## src/rtl/cpu_pkg.sv

```systemverilog
// Shared RV32I front-end types and constants used by the fetch stage and its FIFOs.
package cpu_pkg;
  localparam int XLEN = 32;
  localparam logic [XLEN-1:0] RESET_PC_DEFAULT = '0;
  localparam logic [31:0] NOP_INSTR = 32'h00000013;

  typedef struct packed {
    logic [XLEN-1:0] pc;
    logic [31:0]     instr;
  } fetch_entry_t;
endpackage

```

## src/rtl/fetch_fifo.sv

```systemverilog
// Small synchronous FIFO with a single-cycle flush; holds pending PCs or fetched instructions.
module fetch_fifo
  import cpu_pkg::*;
#(
  parameter int DEPTH = 2,
  parameter type T = logic [31:0],
  localparam int AW = $clog2(DEPTH),
  localparam int CNT_W = $clog2(DEPTH) + 1
) (
  input  logic             clk,
  input  logic             reset,
  input  logic             flush_i,
  input  logic             push_i,
  input  logic             pop_i,
  input  T                 wdata_i,
  output T                 rdata_o,
  output logic [CNT_W-1:0] count_o
);

  T                 mem_q [DEPTH];
  logic [AW-1:0]    rd_ptr_q, rd_ptr_d;
  logic [AW-1:0]    wr_ptr_q, wr_ptr_d;
  logic [CNT_W-1:0] count_q, count_d;

  always_comb begin
    rd_ptr_d = rd_ptr_q;
    wr_ptr_d = wr_ptr_q;
    count_d  = count_q;
    if (flush_i) begin
      rd_ptr_d = '0;
      wr_ptr_d = '0;
      count_d  = '0;
    end else begin
      if (push_i) wr_ptr_d = wr_ptr_q + AW'(1);
      if (pop_i)  rd_ptr_d = rd_ptr_q + AW'(1);
      count_d = count_q + CNT_W'(push_i) - CNT_W'(pop_i);
    end
  end

  always_ff @(posedge clk or posedge reset) begin
    if (reset) begin
      rd_ptr_q <= '0;
      wr_ptr_q <= '0;
      count_q  <= '0;
    end else begin
      rd_ptr_q <= rd_ptr_d;
      wr_ptr_q <= wr_ptr_d;
      count_q  <= count_d;
    end
  end

  // Storage carries data only, so it is left out of reset.
  always_ff @(posedge clk) begin
    if (push_i && !flush_i) mem_q[wr_ptr_q] <= wdata_i;
  end

  assign rdata_o = mem_q[rd_ptr_q];
  assign count_o = count_q;

endmodule

```

## src/rtl/fetch_stage.sv

```systemverilog
// RV32I instruction-fetch stage: PC generation, credit-limited imem requests, response
// buffering and a valid/ready hand-off to decode, with EX redirects flushing stale fetches.
module fetch_stage
  import cpu_pkg::*;
#(
  parameter int              XLEN     = 32,
  parameter logic [XLEN-1:0] RESET_PC = '0,
  parameter int              DEPTH    = 2
) (
  input  logic            clk,
  input  logic            reset,
  output logic            imem_req_valid,
  input  logic            imem_req_ready,
  output logic [XLEN-1:0] imem_req_addr,
  input  logic            imem_resp_valid,
  input  logic [31:0]     imem_resp_data,
  input  logic            redirect_valid,
  input  logic [XLEN-1:0] redirect_pc,
  input  logic            id_ready,
  output logic            if_valid,
  output logic [XLEN-1:0] if_pc,
  output logic [31:0]     if_instr
);

  localparam int CNT_W = $clog2(DEPTH) + 1;

  logic [XLEN-1:0]  pc_q, pc_d;
  logic [CNT_W-1:0] out_q, out_d;
  logic [CNT_W-1:0] drop_q, drop_d;
  logic [CNT_W-1:0] pend_count, buf_count, in_use;
  logic [XLEN-1:0]  pend_head;
  fetch_entry_t     buf_head, buf_wdata;
  logic             accept, resp_keep, pop;

  // A buffered entry leaving this cycle frees its credit now, which keeps a
  // 1-cycle memory streaming one instruction per cycle.
  assign pop       = if_valid && id_ready;
  assign in_use    = out_q + buf_count - CNT_W'(pop);
  assign imem_req_valid = !reset && !redirect_valid && (in_use < CNT_W'(DEPTH));
  assign imem_req_addr  = pc_q;
  assign accept    = imem_req_valid && imem_req_ready;
  assign resp_keep = imem_resp_valid && (drop_q == '0) && !redirect_valid;
  assign buf_wdata = '{pc: pend_head, instr: imem_resp_data};

  fetch_fifo #(.DEPTH(DEPTH), .T(logic [XLEN-1:0])) u_pend_fifo (
    .clk     (clk),
    .reset   (reset),
    .flush_i (redirect_valid),
    .push_i  (accept),
    .pop_i   (resp_keep),
    .wdata_i (pc_q),
    .rdata_o (pend_head),
    .count_o (pend_count)
  );

  fetch_fifo #(.DEPTH(DEPTH), .T(fetch_entry_t)) u_instr_buf (
    .clk     (clk),
    .reset   (reset),
    .flush_i (redirect_valid),
    .push_i  (resp_keep),
    .pop_i   (pop),
    .wdata_i (buf_wdata),
    .rdata_o (buf_head),
    .count_o (buf_count)
  );

  // Every request still in flight at a redirect belongs to the old path and is
  // counted off as a drop; a response landing in the redirect cycle is itself dropped.
  always_comb begin
    pc_d   = pc_q;
    out_d  = out_q + CNT_W'(accept) - CNT_W'(imem_resp_valid);
    drop_d = drop_q;
    if (redirect_valid) begin
      pc_d   = redirect_pc & ~XLEN'(3);
      drop_d = out_q - CNT_W'(imem_resp_valid);
    end else begin
      if (accept) pc_d = pc_q + XLEN'(4);
      if (imem_resp_valid && (drop_q != '0)) drop_d = drop_q - CNT_W'(1);
    end
  end

  always_ff @(posedge clk or posedge reset) begin
    if (reset) begin
      pc_q   <= RESET_PC;
      out_q  <= '0;
      drop_q <= '0;
    end else begin
      pc_q   <= pc_d;
      out_q  <= out_d;
      drop_q <= drop_d;
    end
  end

  assign if_valid = (buf_count != '0);
  assign if_pc    = if_valid ? buf_head.pc : '0;
  assign if_instr = if_valid ? buf_head.instr : NOP_INSTR;

  assert property (@(posedge clk) disable iff (reset) imem_resp_valid |-> (out_q != '0));
  assert property (@(posedge clk) disable iff (reset) resp_keep |-> (pend_count != '0));

endmodule

```

## config.mk

```make
export PLATFORM = sky130hd
export DESIGN_NAME = fetch_stage
export DESIGN_NICKNAME = d
export VERILOG_FILES = /design/src/rtl/cpu_pkg.sv /design/src/rtl/fetch_fifo.sv /design/src/rtl/fetch_stage.sv
export SDC_FILE = /design/constraint.sdc
export NUM_CORES = 1
export LEC_CHECK = 0
export CAP_MARGIN = 20
export CORE_ASPECT_RATIO = 0.75
export CORE_MARGIN = 2
export CORE_UTILIZATION = 47
export CTS_CLUSTER_SIZE = 10
export DETAILED_ROUTE_END_ITERATION = 7
export PLACE_DENSITY = 0.78
export SYNTH_ARGS = -nofsm -noshare
export SYNTH_HDL_FRONTEND = slang
export SYNTH_SLANG_ARGS = --single-unit
```

## constraint.sdc

```tcl
create_clock -name clk -period 5.2 [get_ports clk]
set_clock_uncertainty 0.2 [all_clocks]
set_input_delay 0.52 -clock clk [delete_from_list [all_inputs] [get_ports clk]]
set_output_delay 0.52 -clock clk [all_outputs]
set_load 0.01 [all_outputs]
```

# Word level (Yosys, flattened, before mapping)
# Memory sizes are Yosys's and may differ from the RTL's.
# Cells that the tools add are included.
[word_totals]
reg_bits = 42
mem_bits_rw = 192
input_bits = 70
out_inout_bits = 98
wordCells = 61
n_memories = 2
[op_classes]
add_sub_neg = 13
magnitude_cmp = 1
n_mux = 19
reduce_logical = 18
[memory_table]
columns = ["memory", "depth", "word_bits", "read_ports", "rd_ports_with_merged_regs", "write_ports", "line_no", "text"]
rows = [
  ["u_instr_buf.mem_q", 2, 64, 1, 0, 1, "fetch_fifo.sv:20", "T mem_q [DEPTH];"],
  ["u_pend_fifo.mem_q", 2, 32, 1, 0, 1, "fetch_fifo.sv:20", ""],
]
[op_table]
columns = ["operator", "count"]
rows = [
  ["32-bit 2-to-1 mux", 4],
  ["32-bit by 3-bit adder with 32-bit output, second input constant", 1],
  ["1-bit 2-to-1 mux", 12],
  ["2-bit nonzero test", 6],
  ["1-bit logical AND", 9],
  ["2-bit by 1-bit subtractor with 2-bit output", 4],
  ["2-bit 2-to-1 mux", 3],
  ["1-bit adder, second input constant", 4],
  ["2-bit by 1-bit adder with 2-bit output", 2],
  ["2-bit adder", 1],
  ["1-bit zero test", 2],
  ["2-bit zero test", 1],
  ["2-bit < comparator, second input constant", 1],
  ["2-bit by 1-bit subtractor with 2-bit output, second input constant", 1],
]

# Depth between registers and ports, before layout
[depth]
word_depth = 9
ltp_mapped = 14
depth_no_buf = 13

# Modules after synthesis
# Synthesis repeated with hierarchy kept, for this count alone.
[unflattened]
cells_unflattened = 649
hier_area_um2 = 10199.8
[by_module_without_submodules]
columns = ["module", "instances", "cells_per_inst", "area_per_inst_um2", "seq_area_each_um2"]
rows = [
  ["fetch_fifo (u_instr_buf)", 1, 217, 5034.8, 3943.8],
  ["fetch_fifo (u_pend_fifo)", 1, 118, 2672.6, 2021.9],
  ["fetch_stage", 1, 314, 2492.4, 850.8],
]

# Worst setup path after synthesis
# No wires, ideal clock.
[synth_path]
kind = "input -> register"
startpoint = "input port redirect_valid"
endpoint = "memory u_instr_buf.mem_q[0][0] in the netlist's numbering, enable pin"
setup_ps = 559
arrival_time_ps = 5193
required_ps = 4441
slack_ps = -752
path_stages = 3
path_buffers = 2
cell_sequence = "clkbuf_1 clkbuf_1 nor3_1"
[synth_via]
elab_chain_len = 5
[synth_rtl]
columns = ["item", "line_no", "text"]
rows = [
  ["start, declared", "fetch_stage.sv:17", "input logic redirect_valid,"],
  ["1-bit zero test (*)", "fetch_fifo.sv:54, fetch_stage.sv:42", ""],
  ["1-bit logical AND", "fetch_stage.sv:42", "assign resp_keep = imem_resp_valid && (drop_q == '0) && !redirect_valid;"],
  ["1-bit logical AND (*)", "fetch_fifo.sv:54", "if (push_i && !flush_i) mem_q[wr_ptr_q] <= wdata_i;"],
  ["1-bit 2-to-1 mux (*)", "fetch_fifo.sv:54", ""],
  ["1-bit 2-to-1 mux (not written as such) (*)", "fetch_fifo.sv:54", ""],
  ["end, declared", "fetch_fifo.sv:20", ""],
]
# Mark *: on every way between the ends. The rest lies on a longest branch, timed or not.

# Worst setup path after layout
[layout_path]
startpoint = "register u_instr_buf.count_q[0] (netlist: u_instr_buf.count_o[0])"
endpoint = "output port imem_req_valid"
[layout_via]
elab_chain_len = 5
elab_cells_between_ends = 6
cone_classes = "2 x add/sub; 1 x order compare; 3 x reduce/logical"
[layout_rtl]
columns = ["item", "line_no", "text"]
rows = [
  ["start, declared", "fetch_fifo.sv:23", "logic [CNT_W-1:0] count_q, count_d;"],
  ["start signal, assigned", "fetch_fifo.sv:48", "count_q <= count_d;"],
  ["branches (longest 2 deep; another with 2-bit adder)", "n/a", ""],
  ["2-bit by 1-bit subtractor with 2-bit output (*)", "fetch_stage.sv:38", "assign in_use = out_q + buf_count - CNT_W'(pop);"],
  ["2-bit < comparator (*)", "fetch_stage.sv:39", "assign imem_req_valid = !reset && !redirect_valid && (in_use < CNT_W'(DEPTH));"],
  ["1-bit logical AND (*)", "fetch_stage.sv:39", ""],
  ["end, declared", "fetch_stage.sv:12", "output logic imem_req_valid,"],
]
# Every way passes the cells marked *.

==> flow_results.org <==
** Run status
- The flow ran to the end, and the final reports show no timing, DRC or antenna violations.

** Synth
- Measured against the total synthesized area, the mux share comes to between 10% and 20%.
- Among all flip-flop cells after synthesis, the most frequent one is sky130_fd_sc_hd__edfxtp_1.
- In this run the cell area of the synthesized design comes to between 0.009 and 0.01 sq mm.
- Yosys mapped the design onto 45 distinct sky130hd cell types.
- Syn Inst Count :: 624
- The synthesized netlist devotes a little under a tenth of its cell area to simple gates.
- The synthesized design contains 184 enable-type register cells.
- Syn avg cell area :: approximately 15 sq um
- The synthesized netlist devotes 4.66% of its cell area to compound gates.
- Counting flops with an async set or reset pin after synthesis yields a share of 17.9%.
- After Yosys synthesis, full adders, half adders and majority gates account for 0.949% of the synthesized area.
- Flip-flop and latch count after synthesis :: roughly 220
- Synthesized-area fraction occupied by xor and xnor cells :: 1.38%
- For this run, the register share of the synthesized area comes to between 70% and 80%.
- After synthesis, the largest family of logic cells by area is multiplexers.
- During synthesis, Yosys emitted a total of 0 warnings.

** Timing
- The number of max-slew violations in the final report is 0.
- Slew HR :: about a quarter
- Setup TNS Final :: 0 ns
- Setup repair after global routing left no endpoint under its margin.
- Count of endpoints failing hold in the final timing report :: 0
- Min Clock Period, post-route :: 4.04 ns
- At the pin with the least slew margin, the transition time is approximately 1.1 ns.
- Final count of negative-setup-slack endpoints :: 0
- Post-route worst setup slack :: roughly 1.2 ns
- Fraction of the cycle the final worst path needs :: 77.7%
- Timing would allow up to between 200 and 250 MHz.

** Setup path
- STA puts the critical path data required time at roughly 4.5 ns.
- Buf/Inv on CP :: 2
- The setup path with the least slack is of type reg2out.
- Startpoint types :: flop
- Data on the critical path arrives at its endpoint at around 3.3 ns.
- Cell Chain, Critical Path :: nor2_4 > inv_1 > and2_1 > ha_1 > xnor2_1 > xnor3_1 > nor3_1 > clkdlybuf4s50_1
- The critical path runs through a total of 8 cells.
- Number of cells on the worst reg-to-reg path :: 13
- In this run the worst path has a maximum fanout of 21.
- Gate family responsible for the most delay along the worst path :: XOR/XNOR gates
- Worst path max stage delay :: about 0.60 ns
- Worst setup EP type :: output pin
- Critical-path cell with the highest stage delay :: sky130_fd_sc_hd__xnor3_1

** Global route
- The via count of the first global-routing pass is approximately 5800.
- Overall routing resource usage :: approximately a fifth
- Antenna violations before repair :: 0
- The first global-routing pass estimated between 30 and 40 mm of wire.
- Entering global routing, the biggest net connects 64 pins.
- Aggregate global routing overflow :: 0

** Place
- At the placement stage, the worst setup path has a slack of 1.25 ns.
- The wire-length estimate of the detail-placed layout is roughly 13 mm.
- At the end of routability-driven placement, the weighted congestion stood at approximately 0.86.
- IO Port Bufs :: ~160
- Placed Instances :: 1014
- Placed inst area :: approximately 0.011 sq mm

** Clock network
- Post-CTS repair changed the size of 0 cells.
- Number of buffers created by CTS :: 26
- Total number of clock tree sinks :: between 200 and 250
- H-tree lvl count :: 1
- Counting along the longest clock path gives a buffer depth of 3.
- After clock tree synthesis, the clock-pin slew on the worst setup and hold paths is approximately 0.060 ns.
- Once the clock tree was built, the setup fixing pass inserted 0 buffers.
- The number of hold buffers added after CTS was 0.
- TritonCTS clock tree :: yes
- The clock reaches the later pin of the worst-skew pair after 0.51 ns.
- CTS placed an instance of sky130_fd_sc_hd__clkbuf_16 at the clock tree root.

** Final layout
- In the final layout, the share of cells above drive strength 1 is roughly 9.8%.
- Total number of nets in the final design :: slightly below 900
- Relative to the synthesized area, the layout overhead comes to 28.5%.
- Final standard cell area without fillers :: 0.0119 sq mm
- Excluding fillers, the count of instances in the completed layout stands at ~1100.
- Most common cell after layout, fill and taps aside :: sky130_fd_sc_hd__edfxtp_1
- The repair_antennas step left the layout with diodes totalling 0.
- The top cell types in the final layout, fill and taps aside, are sky130_fd_sc_hd__edfxtp_1 (184), sky130_fd_sc_hd__clkdlybuf4s50_1 (161), sky130_fd_sc_hd__nor2_1 (75), sky130_fd_sc_hd__mux2i_1 (62), sky130_fd_sc_hd__nand2_1 (48).

** Route
- Vias per inst :: roughly 5.5
- The count of nets left with antenna violations once routing finished came out at 0.
- The routed design has around 20 mm of wire.
- Via count :: slightly below 6000
- In the routed design, unresolved DRC markers number 0.
- Dividing the detail-routed wire length by the instance count gives 18.7 um.
- Detailed router's first-iteration violation count :: ~460
- Total iterations of the first detailed-routing run :: 5

** Die
- For this configuration, the core starts out at a cell density of 47.8%.
- The initialized floorplan defines 44 standard-cell rows.
- For this design the top-level I/O count stands at approximately 170.
- Die Y-Extent :: around 130 um
- Overall die width :: roughly 170 um
- Total Die Area :: 0.0208 sq mm
- The core region is slightly below 0.02 sq mm.

** Pwr
- IR analysis of the VDD net gives a maximum drop of roughly 0.00040 V.
- For this design the ratio of total power to cell area is 477 mW/mm^2.
- Static leakage :: just over 4 nW
- Final total power :: 5.66 mW

** Min path
- Hold crit path type :: in2async

** Run
- Max-capacitance violation count :: 0
[per-stage QoR]
| stage | hold slack (ns) | util, % |
|---|---|---|
| 3_5_place_dp | 0.336 | 57.4 |
| 3_3_place_gp | 0.333 | 57.4 |
| 2_1_floorplan | 0.292 | - |
| 5_1_grt | 0.350 | 61.4 |
| 4_1_cts | 0.290 | 61.4 |
| 6_report | 0.287 | 61.4 |
[where the power goes]
group	internal [mW]	total (mW)	switching, mW	leakage, nW
registers	2.19	2.41	0.219	2.15
clock network	0.976	1.62	0.645	0.366
logic	0.827	1.63	0.802	1.52
[final timing paths]
| path | start | end | slack (ns) |
|---|---|---|---|
| hold reg to reg | imem_req_addr[28] | u_pend_fifo.mem_q[1][28] | 0.36 |
| min in group clk | imem_req_addr[28] | u_pend_fifo.mem_q[1][28] | 0.36 |
| hold / removal | reset | imem_req_addr[24] | 0.29 |
| setup reg to reg | u_instr_buf.count_o[0] | out_q[1] | 1.47 |
| max in group asynchronous | reset | u_instr_buf.rd_ptr_q | 4.11 |
| setup / recovery | u_instr_buf.count_o[0] | imem_req_valid | 1.16 |
[metal layers]
layer,GRT usage [%],wire [um],up-vias
li1,-,-,2687
met1,26.2,8510,2823
met2,29.8,9490,272
met3,3.93,1460,44
met4,5.27,439,0
met5,0.229,0,-
[final cells by class]
type                    count  area (sq um)
clock inverters             1          5.00
fillers                  1411          7460
multi-input cells         355          2520
repair buffers            171          1690
flip-flops and latches    224          6530
clock buffers              47           761
inverters                  11          41.3
well taps                 253           317
[worst register-to-register path: cells and delay by family, from the launching register on]
kind,cells,cell delay [ns]
adders and majority gates,3,0.73
DFF,1,0.41
buffers and inverters,3,0.37
xor gates and xnor gates,4,1.19
and+or+nand+nor,3,0.75
[synth_stat cells (3+ instances only)]
cell type | number | area (sq um)
sky130_fd_sc_hd__edfxtp_1 | 184 | 5530
sky130_fd_sc_hd__nor2_1 | 77 | 289
sky130_fd_sc_hd__mux2i_1 | 62 | 621
sky130_fd_sc_hd__nand2_1 | 48 | 180
sky130_fd_sc_hd__dfrtp_1 | 40 | 1000
sky130_fd_sc_hd__o311ai_0 | 32 | 280
sky130_fd_sc_hd__mux2_2 | 31 | 349
sky130_fd_sc_hd__clkbuf_1 | 22 | 82.6
sky130_fd_sc_hd__nand3_1 | 14 | 70.1
sky130_fd_sc_hd__inv_1 | 10 | 37.5
sky130_fd_sc_hd__and2_1 | 7 | 43.8
sky130_fd_sc_hd__and3_1 | 7 | 43.8
sky130_fd_sc_hd__ha_1 | 7 | 87.6
sky130_fd_sc_hd__or4_1 | 7 | 52.6
sky130_fd_sc_hd__xnor2_1 | 7 | 61.3
sky130_fd_sc_hd__buf_1 | 6 | 22.5
sky130_fd_sc_hd__o211ai_1 | 6 | 45.0
sky130_fd_sc_hd__and4_1 | 5 | 43.8
sky130_fd_sc_hd__o21ai_0 | 5 | 25.0
sky130_fd_sc_hd__xor2_1 | 5 | 43.8
sky130_fd_sc_hd__buf_4 | 4 | 30.0
sky130_fd_sc_hd__nand4_1 | 4 | 25.0
sky130_fd_sc_hd__nor3_1 | 4 | 20.0
sky130_fd_sc_hd__buf_2 | 3 | 15.0
[flip-flops by register name, summed over array words and instances, names as in the netlist, 2 cells and up]
signal and flops:
out_q 2, imem_req_addr 30, u_pend_fifo.mem_q 60, drop_q 2, u_instr_buf.count_o 2, u_instr_buf.mem_q 124
[kinds of logic (layout without fill, tap and decap cells)]
| kind of cell | count (synthesis) | in the layout |
|---|---|---|
| adder cells (fa/ha/maj) | 7 | 7 |
| XOR/XNOR | 13 | 13 |
| AO/OA/AOI/OAI | 54 | 54 |
| buffers and inverters | 48 | 230 |
| AND/OR/NAND/NOR | 184 | 184 |
| flip-flops | 224 | 224 |
| multiplexers | 93 | 93 |
| other | 1 | 4 |
No activity file was read; power rests on OpenSTA's default activity.
==> RTL change (same flow settings) <==
`DEPTH` is set to 2 in 2 places; all go to 4.
--- a/src/rtl/fetch_fifo.sv
+++ b/src/rtl/fetch_fifo.sv
@@ -2,7 +2,7 @@
 module fetch_fifo
   import cpu_pkg::*;
 #(
-  parameter int DEPTH = 2,
+  parameter int DEPTH = 4,
   parameter type T = logic [31:0],
   localparam int AW = $clog2(DEPTH),
   localparam int CNT_W = $clog2(DEPTH) + 1
--- a/src/rtl/fetch_stage.sv
+++ b/src/rtl/fetch_stage.sv
@@ -5,7 +5,7 @@
 #(
   parameter int              XLEN     = 32,
   parameter logic [XLEN-1:0] RESET_PC = '0,
-  parameter int              DEPTH    = 2
+  parameter int              DEPTH    = 4
 ) (
   input  logic            clk,
   input  logic            reset,
Check against the original RTL: not equivalent (Yosys sat finds a counterexample within 4 cycles, from zero or initial values and one cycle with reset high).
==> RTL change against the original RTL <==
- final area rose by 71%
- sequential share of layout area grew 5.3 points
- wire length grew 72%
- synthesized cell count is 43% higher
- hold slack gained 48 ps
- clock power rose by 85%
- worst setup slack worse by 430 ps
- first-iteration DRC count rose by 48%
- largest cell class unchanged
- utilization is 3.3 points lower
- sequential cell count up 191
- largest power group unchanged
- highest routed layer unchanged
- area after synthesis rose by 81%
- power increased by 71%
==> RTL change: results (changes against the original RTL) <==
Outcome
The flow ran to the end, and the final reports show no timing, DRC or antenna violations.

Route
The wire length on met1 is 15000 um (+77%). The detailed-route vias per instance is 5.55 (+1.2%). The detailed router's first-iteration violation count was 676 (+48%).

The post-detailed-routing wire length is 34200 um (+72%). The total length of routed met3 wires was 1780 um (+22%).

Cells and area
The fill cell instance count of the final layout is 2609 (+85%). The flip-flop count of the largest register, all copies and words added is 248 (+100%). The number of nets in the final layout came to 1168 (+35%). The layout cell share with drive strength beyond 1 was 0.161 (+0.0636). The final cell count without fillers was 1573 (+48%).

Synthesis
For this run, the leading register cell type out of synthesis is sky130_fd_sc_hd__edfxtp_1. The number of unique standard cell types used by synthesis is 55 (+22%). After synthesis, the cell types taking the most area are sky130_fd_sc_hd__edfxtp_1 (66%), sky130_fd_sc_hd__mux4_2 (12%), sky130_fd_sc_hd__dfrtp_1 (7.0%), sky130_fd_sc_hd__and2_1 (2.7%), sky130_fd_sc_hd__ha_1 (1.4%). Ranked by instance count, the synthesized netlist is headed by sky130_fd_sc_hd__edfxtp_1 (368), sky130_fd_sc_hd__mux4_2 (92), sky130_fd_sc_hd__and2_1 (71), sky130_fd_sc_hd__dfrtp_1 (47), sky130_fd_sc_hd__nand2_1 (32). The synthesized instance count was 892 (+43%). The sequential area share after synthesis is 0.731 (+0.0234). The number of enable flip-flop cells after synthesis is 368 (+100%).

Min path
The path class of the tightest hold or removal check is primary input to flip-flop.

Worst setup path
The setup slack of the worst register-to-register path is 820 ps (-650 ps). The number of cells traversed by the worst register-to-register path is 19 (+6). The kind of cell with the highest combined delay along the critical path is simple AND/OR/NAND/NOR gates. The top fanout value on the critical path was 8 (-62%).

The worst-path cell with the longest stage delay is sky130_fd_sc_hd__clkdlybuf4s50_1. The data arrival time of the critical path is 3750 ps (+430 ps). In this run the critical register-to-register path is captured at out_q[2]$_DFF_PP0_.

Place
The placer's final routability congestion estimate is 0.815 (-5.2%). The number of instances in the placed design is 1485 (+46%). The pre-CTS worst setup slack is 689 ps (-557 ps). The half-perimeter wire length of the detailed placement result came to 20500 um (+56%).

Global routing
The maximum number of pins on one net before global-route repair is 63 (-1.6%). The overall global routing resource usage came to 0.189 (+0.00199). The met2 routing resource usage after global routing came to 0.306 (+0.00780). The global-route track usage on met3 came to 0.0346 (-0.00469). The wire length of the first global-routing pass came to 53200 um (+71%). The via count of the first global-routing pass was 9106 (+58%).

Clock network
The number of buffers inserted during clock tree synthesis was 47 (+81%). The H-tree depth is 2 (+1).

STA
The worst slew margin relative to its limit is 0.285 (+0.0254). The final worst setup slack came to 729 ps (-432 ps).

Power and ir drop
The total leakage power was 6.57 nW (+63%). The worst-case vdd ir drop was 0.209 mV (-47%).
RTL change: cell count changes after synthesis, sizes merged, moves of 29 or more:
cell | before | now
edfxtp | 184 | 368
mux4 | 0 | 92
and2 | 7 | 71
mux2i | 62 | 5
nor2 | 77 | 31
o311ai | 32 | 0
mux2 | 31 | 2
RTL change: where the power goes:
group          switching, mW  total [mW]  internal [mW]
sequential             0.237        4.15           3.92
clock                   1.22        3.00           1.78
combinational           1.18        2.51           1.33
RTL change: stage by stage:
stage	cell area, um^2	hold WS, ps	total power, mW	util
floorplan	16700	286	5.62	-
global placement	18900	328	6.72	0.541
detailed placement	18900	327	6.77	0.541
CTS	20300	317	9.77	0.581
global route	20300	340	10.1	0.581
finish	20300	335	9.66	0.581
RTL change: final cells by class:
cell class | instances | area (um^2) | share of cell area
clock inverters | 3 | 55.1 | 0.00272
well taps | 457 | 572 | 0.0282
flip-flops and latches | 415 | 12200 | 0.604
inverters | 25 | 93.8 | 0.00463
repair buffers | 175 | 1720 | 0.0851
clock buffers | 85 | 1340 | 0.0661
multi-input cells | 413 | 4250 | 0.210
RTL change: worst min-delay path: cells and delay by family:
family / cells / cell delay [ps]
buffers and inverters: 1 / 400
and+or+nand+nor: 1 / 60
AOI/OAI and AO/OA: 1 / 60
RTL change: logic make-up (layout without fill, tap and decap cells):
| group | count (synthesis) | in the layout | share of synthesized area |
|---|---|---|---|
| compound gates | 62 | 62 | 0.0262 |
| xor+xnor | 25 | 25 | 0.0140 |
| fa+ha+maj | 21 | 21 | 0.0166 |
| buf+inv | 67 | 288 | 0.0165 |
| flops | 415 | 415 | 0.731 |
| mux | 99 | 99 | 0.128 |
| other cells | 1 | 4 | 0.000224 |
| simple gates | 202 | 202 | 0.0677 |
